## src/rtl/program_sequencer_pkg.sv

```systemverilog
// Shared ISA definitions for the program sequencer and the cell cores.
// The opcode occupies the top nibble of an instruction and the low bits carry the branch target.
package program_sequencer_pkg;

    localparam int OPCODE_WIDTH = 4;
    localparam int STACK_DEPTH  = 32;

    // Cell-core register codes
    localparam logic [3:0] REG_ZERO = 4'h0;
    localparam logic [3:0] REG_ACC  = 4'h1;
    localparam logic [3:0] REG_TMP  = 4'h2;
    localparam logic [3:0] REG_NBR  = 4'h3;

    // Sequencer control opcodes; anything else is a plain cell operation
    localparam logic [3:0] OP_NOP  = 4'h0;
    localparam logic [3:0] OP_JMP  = 4'h1;
    localparam logic [3:0] OP_BR   = 4'h2;
    localparam logic [3:0] OP_CALL = 4'h3;
    localparam logic [3:0] OP_RET  = 4'h4;
    localparam logic [3:0] OP_END  = 4'h5;

    typedef enum logic [1:0] {
        ST_IDLE,
        ST_FETCH,
        ST_EXEC,
        ST_FAULT
    } seq_state_t;

endpackage

```

## src/rtl/sequencer_stack.sv

```systemverilog
// Return-address stack for CALL/RET; storage is not reset, only the pointer is.
// Latency: push/pop take effect on the next edge; top_data is combinational.
// Backpressure: none; push when full and pop when empty are ignored.
module sequencer_stack
    import program_sequencer_pkg::*;
#(
    parameter int PC_WIDTH = 12,
    parameter int SP_WIDTH = 5
) (
    input  logic                clk,
    input  logic                rst,
    input  logic                clear,
    input  logic                push,
    input  logic                pop,
    input  logic [PC_WIDTH-1:0] push_data,
    output logic [PC_WIDTH-1:0] top_data,
    output logic [SP_WIDTH-1:0] sp,
    output logic                full,
    output logic                empty
);

    logic [PC_WIDTH-1:0] mem [STACK_DEPTH];

    // The last slot is kept free so that sp never wraps.
    assign full     = (sp == SP_WIDTH'(STACK_DEPTH - 1));
    assign empty    = (sp == '0);
    assign top_data = mem[sp - SP_WIDTH'(1)];

    always_ff @(posedge clk) begin
        if (push && !full) begin
            mem[sp] <= push_data;
        end
    end

    always_ff @(posedge clk or posedge rst) begin
        if (rst) begin
            sp <= '0;
        end else if (clear) begin
            sp <= '0;
        end else if (push && !full) begin
            sp <= sp + SP_WIDTH'(1);
        end else if (pop && !empty) begin
            sp <= sp - SP_WIDTH'(1);
        end
    end

endmodule

```

## src/rtl/program_sequencer.sv

```systemverilog
// Broadcast program sequencer: fetches from ROM and drives one instruction per 2 cycles to the cell array.
// Latency: FETCH then EXEC per instruction; next PC/SP are combinational during EXEC.
// Backpressure: none; start is ignored unless idle, and FAULT holds until rst.
module program_sequencer
    import program_sequencer_pkg::*;
#(
    parameter int PC_WIDTH    = 12,
    parameter int SP_WIDTH    = 5,
    parameter int INSTR_WIDTH = 16
) (
    input  logic                   clk,
    input  logic                   rst,
    input  logic                   start,
    output logic [PC_WIDTH-1:0]    imem_addr,
    input  logic [INSTR_WIDTH-1:0] imem_data,
    output logic [INSTR_WIDTH-1:0] instruction,
    output logic [PC_WIDTH-1:0]    next_program_counter,
    output logic [SP_WIDTH-1:0]    next_stack_pointer,
    output logic                   execution_enable,
    input  logic                   branch_any,
    input  logic                   diverge_any,
    output logic                   busy,
    output logic                   generation_done,
    output logic                   fault
);

    seq_state_t              state, state_nxt;
    logic [PC_WIDTH-1:0]     pc, pc_inc, target, stack_top;
    logic [SP_WIDTH-1:0]     sp;
    logic [OPCODE_WIDTH-1:0] opcode;
    logic                    stack_full, stack_empty, stack_push, stack_pop, stack_err;
    logic                    load_instr, advance, restart, retire_end, set_fault;

    assign opcode = instruction[INSTR_WIDTH-1 -: OPCODE_WIDTH];
    assign target = instruction[PC_WIDTH-1:0];
    assign pc_inc = pc + PC_WIDTH'(1);
    assign busy   = (state == ST_FETCH) || (state == ST_EXEC);

    // Presenting the next PC during EXEC lets a registered ROM have data ready in FETCH.
    assign imem_addr = advance ? next_program_counter : pc;

    always_comb begin
        next_program_counter = pc_inc;
        next_stack_pointer   = sp;
        stack_err            = 1'b0;
        case (opcode)
            OP_JMP: next_program_counter = target;
            OP_BR: begin
                if (branch_any) begin
                    next_program_counter = target;
                end
            end
            OP_CALL: begin
                if (stack_full) begin
                    stack_err = 1'b1;
                end else begin
                    next_program_counter = target;
                    next_stack_pointer   = sp + SP_WIDTH'(1);
                end
            end
            OP_RET: begin
                if (stack_empty) begin
                    stack_err = 1'b1;
                end else begin
                    next_program_counter = stack_top;
                    next_stack_pointer   = sp - SP_WIDTH'(1);
                end
            end
            default: ;
        endcase
    end

    always_comb begin
        state_nxt        = state;
        execution_enable = 1'b0;
        load_instr       = 1'b0;
        advance          = 1'b0;
        restart          = 1'b0;
        retire_end       = 1'b0;
        set_fault        = 1'b0;
        stack_push       = 1'b0;
        stack_pop        = 1'b0;
        case (state)
            ST_IDLE: begin
                if (start) begin
                    state_nxt = ST_FETCH;
                    restart   = 1'b1;
                end
            end
            ST_FETCH: begin
                load_instr = 1'b1;
                state_nxt  = ST_EXEC;
            end
            ST_EXEC: begin
                execution_enable = 1'b1;
                if (stack_err || (opcode == OP_END && diverge_any)) begin
                    state_nxt = ST_FAULT;
                    set_fault = 1'b1;
                end else if (opcode == OP_END) begin
                    state_nxt  = ST_IDLE;
                    retire_end = 1'b1;
                end else begin
                    state_nxt  = ST_FETCH;
                    advance    = 1'b1;
                    stack_push = (opcode == OP_CALL);
                    stack_pop  = (opcode == OP_RET);
                end
            end
            default: state_nxt = ST_FAULT;
        endcase
    end

    always_ff @(posedge clk or posedge rst) begin
        if (rst) begin
            state           <= ST_IDLE;
            pc              <= '0;
            instruction     <= '0;
            fault           <= 1'b0;
            generation_done <= 1'b0;
        end else begin
            state           <= state_nxt;
            generation_done <= retire_end;
            if (restart || retire_end) begin
                pc <= '0;
            end else if (advance) begin
                pc <= next_program_counter;
            end
            if (load_instr) begin
                instruction <= imem_data;
            end
            if (set_fault) begin
                fault <= 1'b1;
            end
        end
    end

    sequencer_stack #(
        .PC_WIDTH (PC_WIDTH),
        .SP_WIDTH (SP_WIDTH)
    ) u_stack (
        .clk       (clk),
        .rst       (rst),
        .clear     (restart || retire_end),
        .push      (stack_push),
        .pop       (stack_pop),
        .push_data (pc_inc),
        .top_data  (stack_top),
        .sp        (sp),
        .full      (stack_full),
        .empty     (stack_empty)
    );

endmodule

```

## config.mk

```make
export PLATFORM = sky130hd
export DESIGN_NAME = program_sequencer
export DESIGN_NICKNAME = d
export VERILOG_FILES = /design/src/rtl/program_sequencer_pkg.sv /design/src/rtl/sequencer_stack.sv /design/src/rtl/program_sequencer.sv
export SDC_FILE = /design/constraint.sdc
export NUM_CORES = 1
export LEC_CHECK = 0
export CAP_MARGIN = 25
export CORE_UTILIZATION = 60
export CTS_CLUSTER_DIAMETER = 30
export CTS_CLUSTER_SIZE = 12
export DETAILED_ROUTE_END_ITERATION = 10
export GPL_TIMING_DRIVEN = 0
export PLACE_DENSITY_LB_ADDON = 0.1
export SLEW_MARGIN = 30
export SYNTH_ARGS = -nofsm -noshare
export SYNTH_HDL_FRONTEND = slang
export SYNTH_HIERARCHICAL = 1
export SYNTH_SLANG_ARGS = --single-unit
```

## constraint.sdc

```tcl
create_clock -name clk -period 7 [get_ports clk]
set_clock_uncertainty 0.15 [all_clocks]
set_input_delay 2.1 -clock clk [delete_from_list [all_inputs] [get_ports clk]]
set_output_delay 2.1 -clock clk [all_outputs]
set_load 0.02 [all_outputs]
```

Yosys cells after proc, flatten, opt, wreduce, memory -nomap -nowiden
Memory sizes are Yosys's and may differ from the RTL's.
Index checks and enable logic that the tools add are counted.
{"block": "totals", "ff_bits": 37, "mem_bits_rw": 384, "in_bits": 21, "n_memories": 1}
{"name": "u_stack.mem", "depth": 32, "word_bits": 12, "rd": 1, "rd_ports_with_merged_regs": 0, "wr": 1, "line": "sequencer_stack.sv:22", "text": "logic [PC_WIDTH-1:0] mem [STACK_DEPTH];"}
{"block": "classes", "add_sub_neg": 3, "eq_ne": 9, "muxes": 39, "reduce_logical": 11}
{"operator": "2-to-1 mux 12 bit", "count": 5}
{"operator": "one-hot mux 12 bit (4 select lines)", "count": 1}
{"operator": "2-to-1 mux 5 bit", "count": 5}
{"operator": "2-to-1 mux 1 bit", "count": 23}
{"operator": "adder 12 x 1 -> 12 bit, second input constant", "count": 1}
{"operator": "one-hot mux 5 bit (2 select lines)", "count": 1}
{"operator": "equality test 4 x 2 -> 1 bit, second input constant", "count": 2}
{"operator": "equality test 4 x 3 -> 1 bit, second input constant", "count": 2}
{"operator": "one-hot mux 2 bit (3 select lines)", "count": 1}
{"operator": "adder 5 x 1 -> 5 bit, second input constant", "count": 1}
{"operator": "equality test 5 bit, second input constant", "count": 1}
{"operator": "logical NOT 5 bit", "count": 1}
{"operator": "subtractor 5 x 1 -> 5 bit, second input constant", "count": 1}
{"operator": "equality test 4 x 1 -> 1 bit, second input constant", "count": 1}
{"operator": "2-to-1 mux 2 bit", "count": 2}
{"operator": "logical AND 1 bit", "count": 3}
{"operator": "logical OR 1 bit", "count": 3}
{"operator": "nonzero test 3 bit", "count": 1}
{"operator": "equality test 2 x 1 -> 1 bit, second input constant", "count": 1}
{"operator": "equality test 2 bit, second input constant", "count": 1}
{"operator": "logical NOT 1 bit", "count": 2}
{"operator": "logical NOT 2 bit", "count": 1}
{"operator": "inequality test 2 bit, second input constant", "count": 1}
{"operator": "one-hot mux 1 bit (2 select lines)", "count": 1}

Logic depth before layout (Yosys ltp)
{"block": "depth", "ltp_word": 10, "ltp_mapped": 17, "depth_no_buf": 13}

Modules after synthesis
The synthesis kept the hierarchy.
{"mod": "sequencer_stack", "n_inst": 1, "cells_per_inst": 720, "area_per_inst_um2": 15504.9, "seq_area_each_um2": 11656.2}
{"mod": "program_sequencer", "n_inst": 1, "cells_per_inst": 208, "area_per_inst_um2": 2020.7, "seq_area_each_um2": 800.8}

Worst setup path after synthesis
Ideal clock, no wire load.
{"block": "synth_timing", "path_type": "input-to-output", "startpoint": "input port branch_any", "endpoint": "output port imem_addr[2]", "t_arrival_ns": 3.434, "setup_slack_ns": 1.316, "cell_stages": 6, "cell_sequence": "a21o_2 o21ai_1 or3_1 buf_2 a222oi_1 a21oi_1"}
{"block": "synth_between", "elab_chain_cells": 3}
{"item": "start, declared", "line": "program_sequencer.sv:20", "text": "input logic branch_any,"}
{"item": "2-to-1 mux 12 bit", "line": "program_sequencer.sv:49", "text": "if (branch_any) begin"}
{"item": "one-hot mux 12 bit (4 select lines)", "line": "program_sequencer.sv:46", "text": "case (opcode)"}
{"item": "2-to-1 mux 12 bit"}
{"item": "end, declared", "line": "program_sequencer.sv:14", "text": "output logic [PC_WIDTH-1:0] imem_addr,"}
No other way between the ends.

Worst setup path after layout
{"block": "layout_timing", "startpoint": "register u_stack.sp[0]", "endpoint": "output port imem_addr[8]"}
{"block": "layout_between", "elab_cells_between_ends": 14, "cone_classes": "add/sub: 1; eq/ne: 1; mux: 9; reduce/logical: 2; memory: 1"}
{"item": "start, declared", "line": "sequencer_stack.sv:17", "text": "output logic [SP_WIDTH-1:0] sp,"}
{"item": "start signal, assigned", "line": "sequencer_stack.sv:41", "text": "sp <= sp + SP_WIDTH'(1);"}
{"item": "start signal, assigned", "line": "sequencer_stack.sv:43", "text": "sp <= sp - SP_WIDTH'(1);"}
{"item": "subtractor 5 x 1 -> 5 bit", "line": "sequencer_stack.sv:27", "text": "assign top_data = mem[sp - SP_WIDTH'(1)];"}
{"item": "memory (32 x 12 bit)"}
{"item": "net stack_top[8]", "line": "program_sequencer.sv:28", "text": "logic [PC_WIDTH-1:0] pc, pc_inc, target, stack_top;"}
{"item": "2-to-1 mux 12 bit", "line": "program_sequencer.sv:62", "text": "if (stack_empty) begin"}
{"item": "one-hot mux 12 bit (4 select lines)", "line": "program_sequencer.sv:46"}
{"item": "2-to-1 mux 12 bit"}
The timed path passes the listed nets, and every way through them passes these cells.

==> results.cfg <==
[critical_path]
critical-path-max-stage-delay_ns = 0.62
startpoint_to_endpoint_class_of_the_critical_path = flop to primary output
critPathArrivalTime_ns = 4.68
crit_family = buffers and inverters
worst_r2r_path_depth = 16
worst_ep_required_time_ns = 4.75
crit_path_top_delay_cell = sky130_fd_sc_hd__clkdlybuf4s50_1
crit_path_start_kind = flop
setup.worst_path.end_class = primary output
count_of_buffer_and_inverter_cells_on_the_critical_path = 7
worstSetupStartpoint = u_stack/sp[0]
reg2reg_from = u_stack/sp[0]
setup.reg_to_reg.worst_slack_ns = 1.99
crit_path_cell_trace = buf_6 -> buf_6 -> inv_1 -> ha_1 -> buf_4 -> xor2_4 -> buf_2 -> mux2_2 -> a21oi_1 -> a2111oi_2 -> a222oi_1 -> buf_4 -> a21oi_1 -> clkdlybuf4s50_1
worst-path-max-fanout = 10
worst_r2r_endpoint = u_stack/mem[30][11]

[hold_path]
hold_path_depth = 1
worst_hold_path.endpoint = fault
worst_hold_startpoint = fault
hold_path_class = flop to flop

[die]
die-area_sq_um = 29900
design.portCount = 70
initial_core_util_pct = 61.06
height_of_the_chip_um = 172.9
core_area_sq_um = 28700
die_width_um = 172.9
placement_rows = 62

[synth]
synth_top_flop_cell = sky130_fd_sc_hd__edfxtp_1
yosysUniqueCellTypes = 56
synth_fp_nets = 961
synth.most_common_cell = sky130_fd_sc_hd__edfxtp_1
synth-edff-count = 384
yosys.area.top_type_share_pct = 65.80
synth-seq-area-share_pct = 71.08
postSynthCellCount = 928
netlist.top_cell.by_area = sky130_fd_sc_hd__edfxtp_1
yosysWarningCount = 6
post_synth_most_frequent_cells = sky130_fd_sc_hd__edfxtp_1 (384), sky130_fd_sc_hd__mux4_2 (96), sky130_fd_sc_hd__nor2_1 (56)
postSynthAreaPerCell_sq_um = 18.89
synth.ff_latch_count = 421
ys_top_cells_by_area = sky130_fd_sc_hd__edfxtp_1 (66%), sky130_fd_sc_hd__mux4_2 (12%), sky130_fd_sc_hd__dfrtp_1 (5.3%)
async_reset_ff_share_pct = 8.789
mappedNetlistArea_sq_um = 17530

[routing]
routedWlPerCell_um = 28.05
num_vias = 9961
ant_nets = 0
route.detailed.drc = 0
drt_wl_total_mm = 43.57
drt_iter0_markers = 1213
drt-vias-per-instance = 6.414
detailedRoute.firstPassIterationCount = 9

[clocking]
numClockSinks = 421
cts.htree.levels = 3
clock-root-buffer = sky130_fd_sc_hd__clkbuf_16
cts_hold_buf = 0
cts_tree = done
clk_pin_slew_ns = 0.05
tritoncts.num_buffers = 75
insertion_delay_ns = 0.56
clk_path_buf_depth = 3

[layout]
fillCellCount = 1579
layout.core_utilization_pct = 76.63
register_area_sq_um = 12460
final_cell_count_no_fill = 1553
layout-drive-gt1-share_pct = 35.84
multi_input_area_sq_um = 4941
final_nets = 1142
area_growth_pct = 25.50
n_antenna_cell = 0

[timing]
fmaxAchievable_ghz = 0.1444
timing.final.setup_violations = 0
timing_max_transition_violations_final = 0
grt_setup_unrepaired = no
min_period_ns = 6.926
worst_slew_margin_rel_pct = 45.81
worst_pin_slew_ns = 0.8120
post-route-period-util_pct = 98.94
finalHoldViolations = 0

[placed_design]
gpl.final_weighted_congestion = 0.9761
port_buffers = 69
post_dp_hpwl_mm = 27.80
post-place-cells = 1402

[power]
power_per_cell_area_nw_per_um2 = 294.4
peak_vdd_ir_mv = 0.2205
power.static_leakage_nw = 8.737

[global_route]
grt_pass1_wl_mm = 64.98
grt-ovfl-total = 0
track_usage_pct = 30.00
number_of_global_route_vias_before_repair = 10170
grt_antenna_before_repair = 0
grt_max_degree = 34

[status]
status = finished clean

[flow_run]
cap_violations = 0
==> per-stage QoR <==
step | instance area, sq um | setup slack (ns) | hold slack (ns) | total power [mW] | TNS (ns)
3_5_place_dp | 19080 | -0.03926 | 0.3116 | 2.773 | -0.03926
3_3_place_gp | 18700 | -0.1797 | 0.2983 | 2.773 | -0.4592
5_1_grt | 21990 | 0.002835 | 0.3360 | 6.625 | 0
4_1_cts | 21840 | 0.002905 | 0.3248 | 6.521 | 0
6_report | 21990 | 0.07408 | 0.3162 | 6.475 | 0
2_1_floorplan | 17530 | 1.316 | 0.3992 | 2.760 | 0
==> cell families after synthesis <==
family                     synth area share, %
buffers and inverters                    2.506
AOI/OAI and AO/OA                        4.769
muxes                                    15.59
and+or+nand+nor                          4.305
xor gates and xnor gates                0.8925
adders and majority gates               0.8567
DFF                                      71.08
==> flip-flops by register name, summed over array words and instances, names as in the netlist <==
register         cells
fault                1
generation_done      1
u_stack/sp           5
pc                  12
instruction         16
state                2
u_stack/mem        384
==> worst register-to-register path, cell delays in order (launching register included) <==
cell                        delay [ns]
sky130_fd_sc_hd__dfrtp_2          0.50
sky130_fd_sc_hd__buf_6            0.26
sky130_fd_sc_hd__buf_6            0.21
sky130_fd_sc_hd__inv_1            0.11
sky130_fd_sc_hd__ha_1             0.21
sky130_fd_sc_hd__buf_4            0.18
sky130_fd_sc_hd__or4b_1           0.27
sky130_fd_sc_hd__inv_1            0.13
sky130_fd_sc_hd__nand4bb_1        0.16
sky130_fd_sc_hd__a21oi_2          0.10
sky130_fd_sc_hd__a21oi_1          0.23
sky130_fd_sc_hd__nand2_1          0.15
sky130_fd_sc_hd__nor2_1           0.15
sky130_fd_sc_hd__nor2b_1          0.14
sky130_fd_sc_hd__clkbuf_1         0.34
sky130_fd_sc_hd__nand2_1          0.53
sky130_fd_sc_hd__nor2_2           0.82
==> placed cells by master (no fill, tap or decap), types with 9 or more instances in the layout <==
cell,n
sky130_fd_sc_hd__a211oi_1,12
sky130_fd_sc_hd__a21oi_1,39
sky130_fd_sc_hd__a222oi_1,12
sky130_fd_sc_hd__buf_2,13
sky130_fd_sc_hd__buf_4,37
sky130_fd_sc_hd__buf_6,19
sky130_fd_sc_hd__bufinv_16,12
sky130_fd_sc_hd__clkbuf_1,16
sky130_fd_sc_hd__clkbuf_16,76
sky130_fd_sc_hd__clkdlybuf4s50_1,69
sky130_fd_sc_hd__clkinv_2,10
sky130_fd_sc_hd__dfrtp_1,36
sky130_fd_sc_hd__edfxtp_1,384
sky130_fd_sc_hd__ha_1,11
sky130_fd_sc_hd__inv_1,21
sky130_fd_sc_hd__inv_6,9
sky130_fd_sc_hd__mux2_2,40
sky130_fd_sc_hd__mux2i_1,12
sky130_fd_sc_hd__mux4_2,96
sky130_fd_sc_hd__nand2_1,12
sky130_fd_sc_hd__nand3_1,14
sky130_fd_sc_hd__nor2_1,24
sky130_fd_sc_hd__nor2_2,32
sky130_fd_sc_hd__nor2b_1,18
sky130_fd_sc_hd__xnor2_2,9
==> where the power goes <==
part / total (mW) / switching, mW / internal [mW]
logic: 0.0162 / 0.00623 / 0.0100
clock network: 3.75 / 1.25 / 2.50
registers: 2.71 / 0 / 2.71
total: 6.48 / 1.26 / 5.22
==> cell type report <==
class                   count  area share (%)
multi-input cells         429           22.46
plain buffers              55           1.684
clock inverters            53           3.026
clock buffers              84           9.011
inverters                  23          0.3925
repair buffers            104           4.596
well taps                 384           2.184
flip-flops and latches    421           56.64
==> worst max-delay path by stage <==
| stage | end | slack, ns | depth (start not counted) |
|---|---|---|---|
| finish | imem_addr[8] | 0.07 | 14 |
| global route | imem_addr[3] | 0.003 | 14 |
| floorplan | imem_addr[2] | 1.32 | 6 |
| CTS | imem_addr[3] | 0.003 | 14 |
| detailed placement | imem_addr[8] | -0.04 | 8 |
| global placement | imem_addr[9] | -0.18 | 7 |
==> layer usage <==
| layer | GRT usage [%] | vias to the layer above | wire (um) |
|---|---|---|---|
| met1 | 41.63 | 5162 | 17420 |
| met5 | 0 | - | 0 |
| li1 | - | 4198 | - |
| met3 | 7.696 | 103 | 3867 |
| met2 | 47.43 | 498 | 21180 |
| met4 | 9.218 | 0 | 1101 |
==> what timing repair did <==
action / 4_1_cts / 5_1_grt
pin swaps: 12 / 7
setup endpoints to repair: 24 / 24
gates cloned: 0 / 0
buffers inserted: 9 / 5
resized for setup: 13 / 22
hold endpoints to repair: 0 / 0
(Power assumes the default switching activity.)
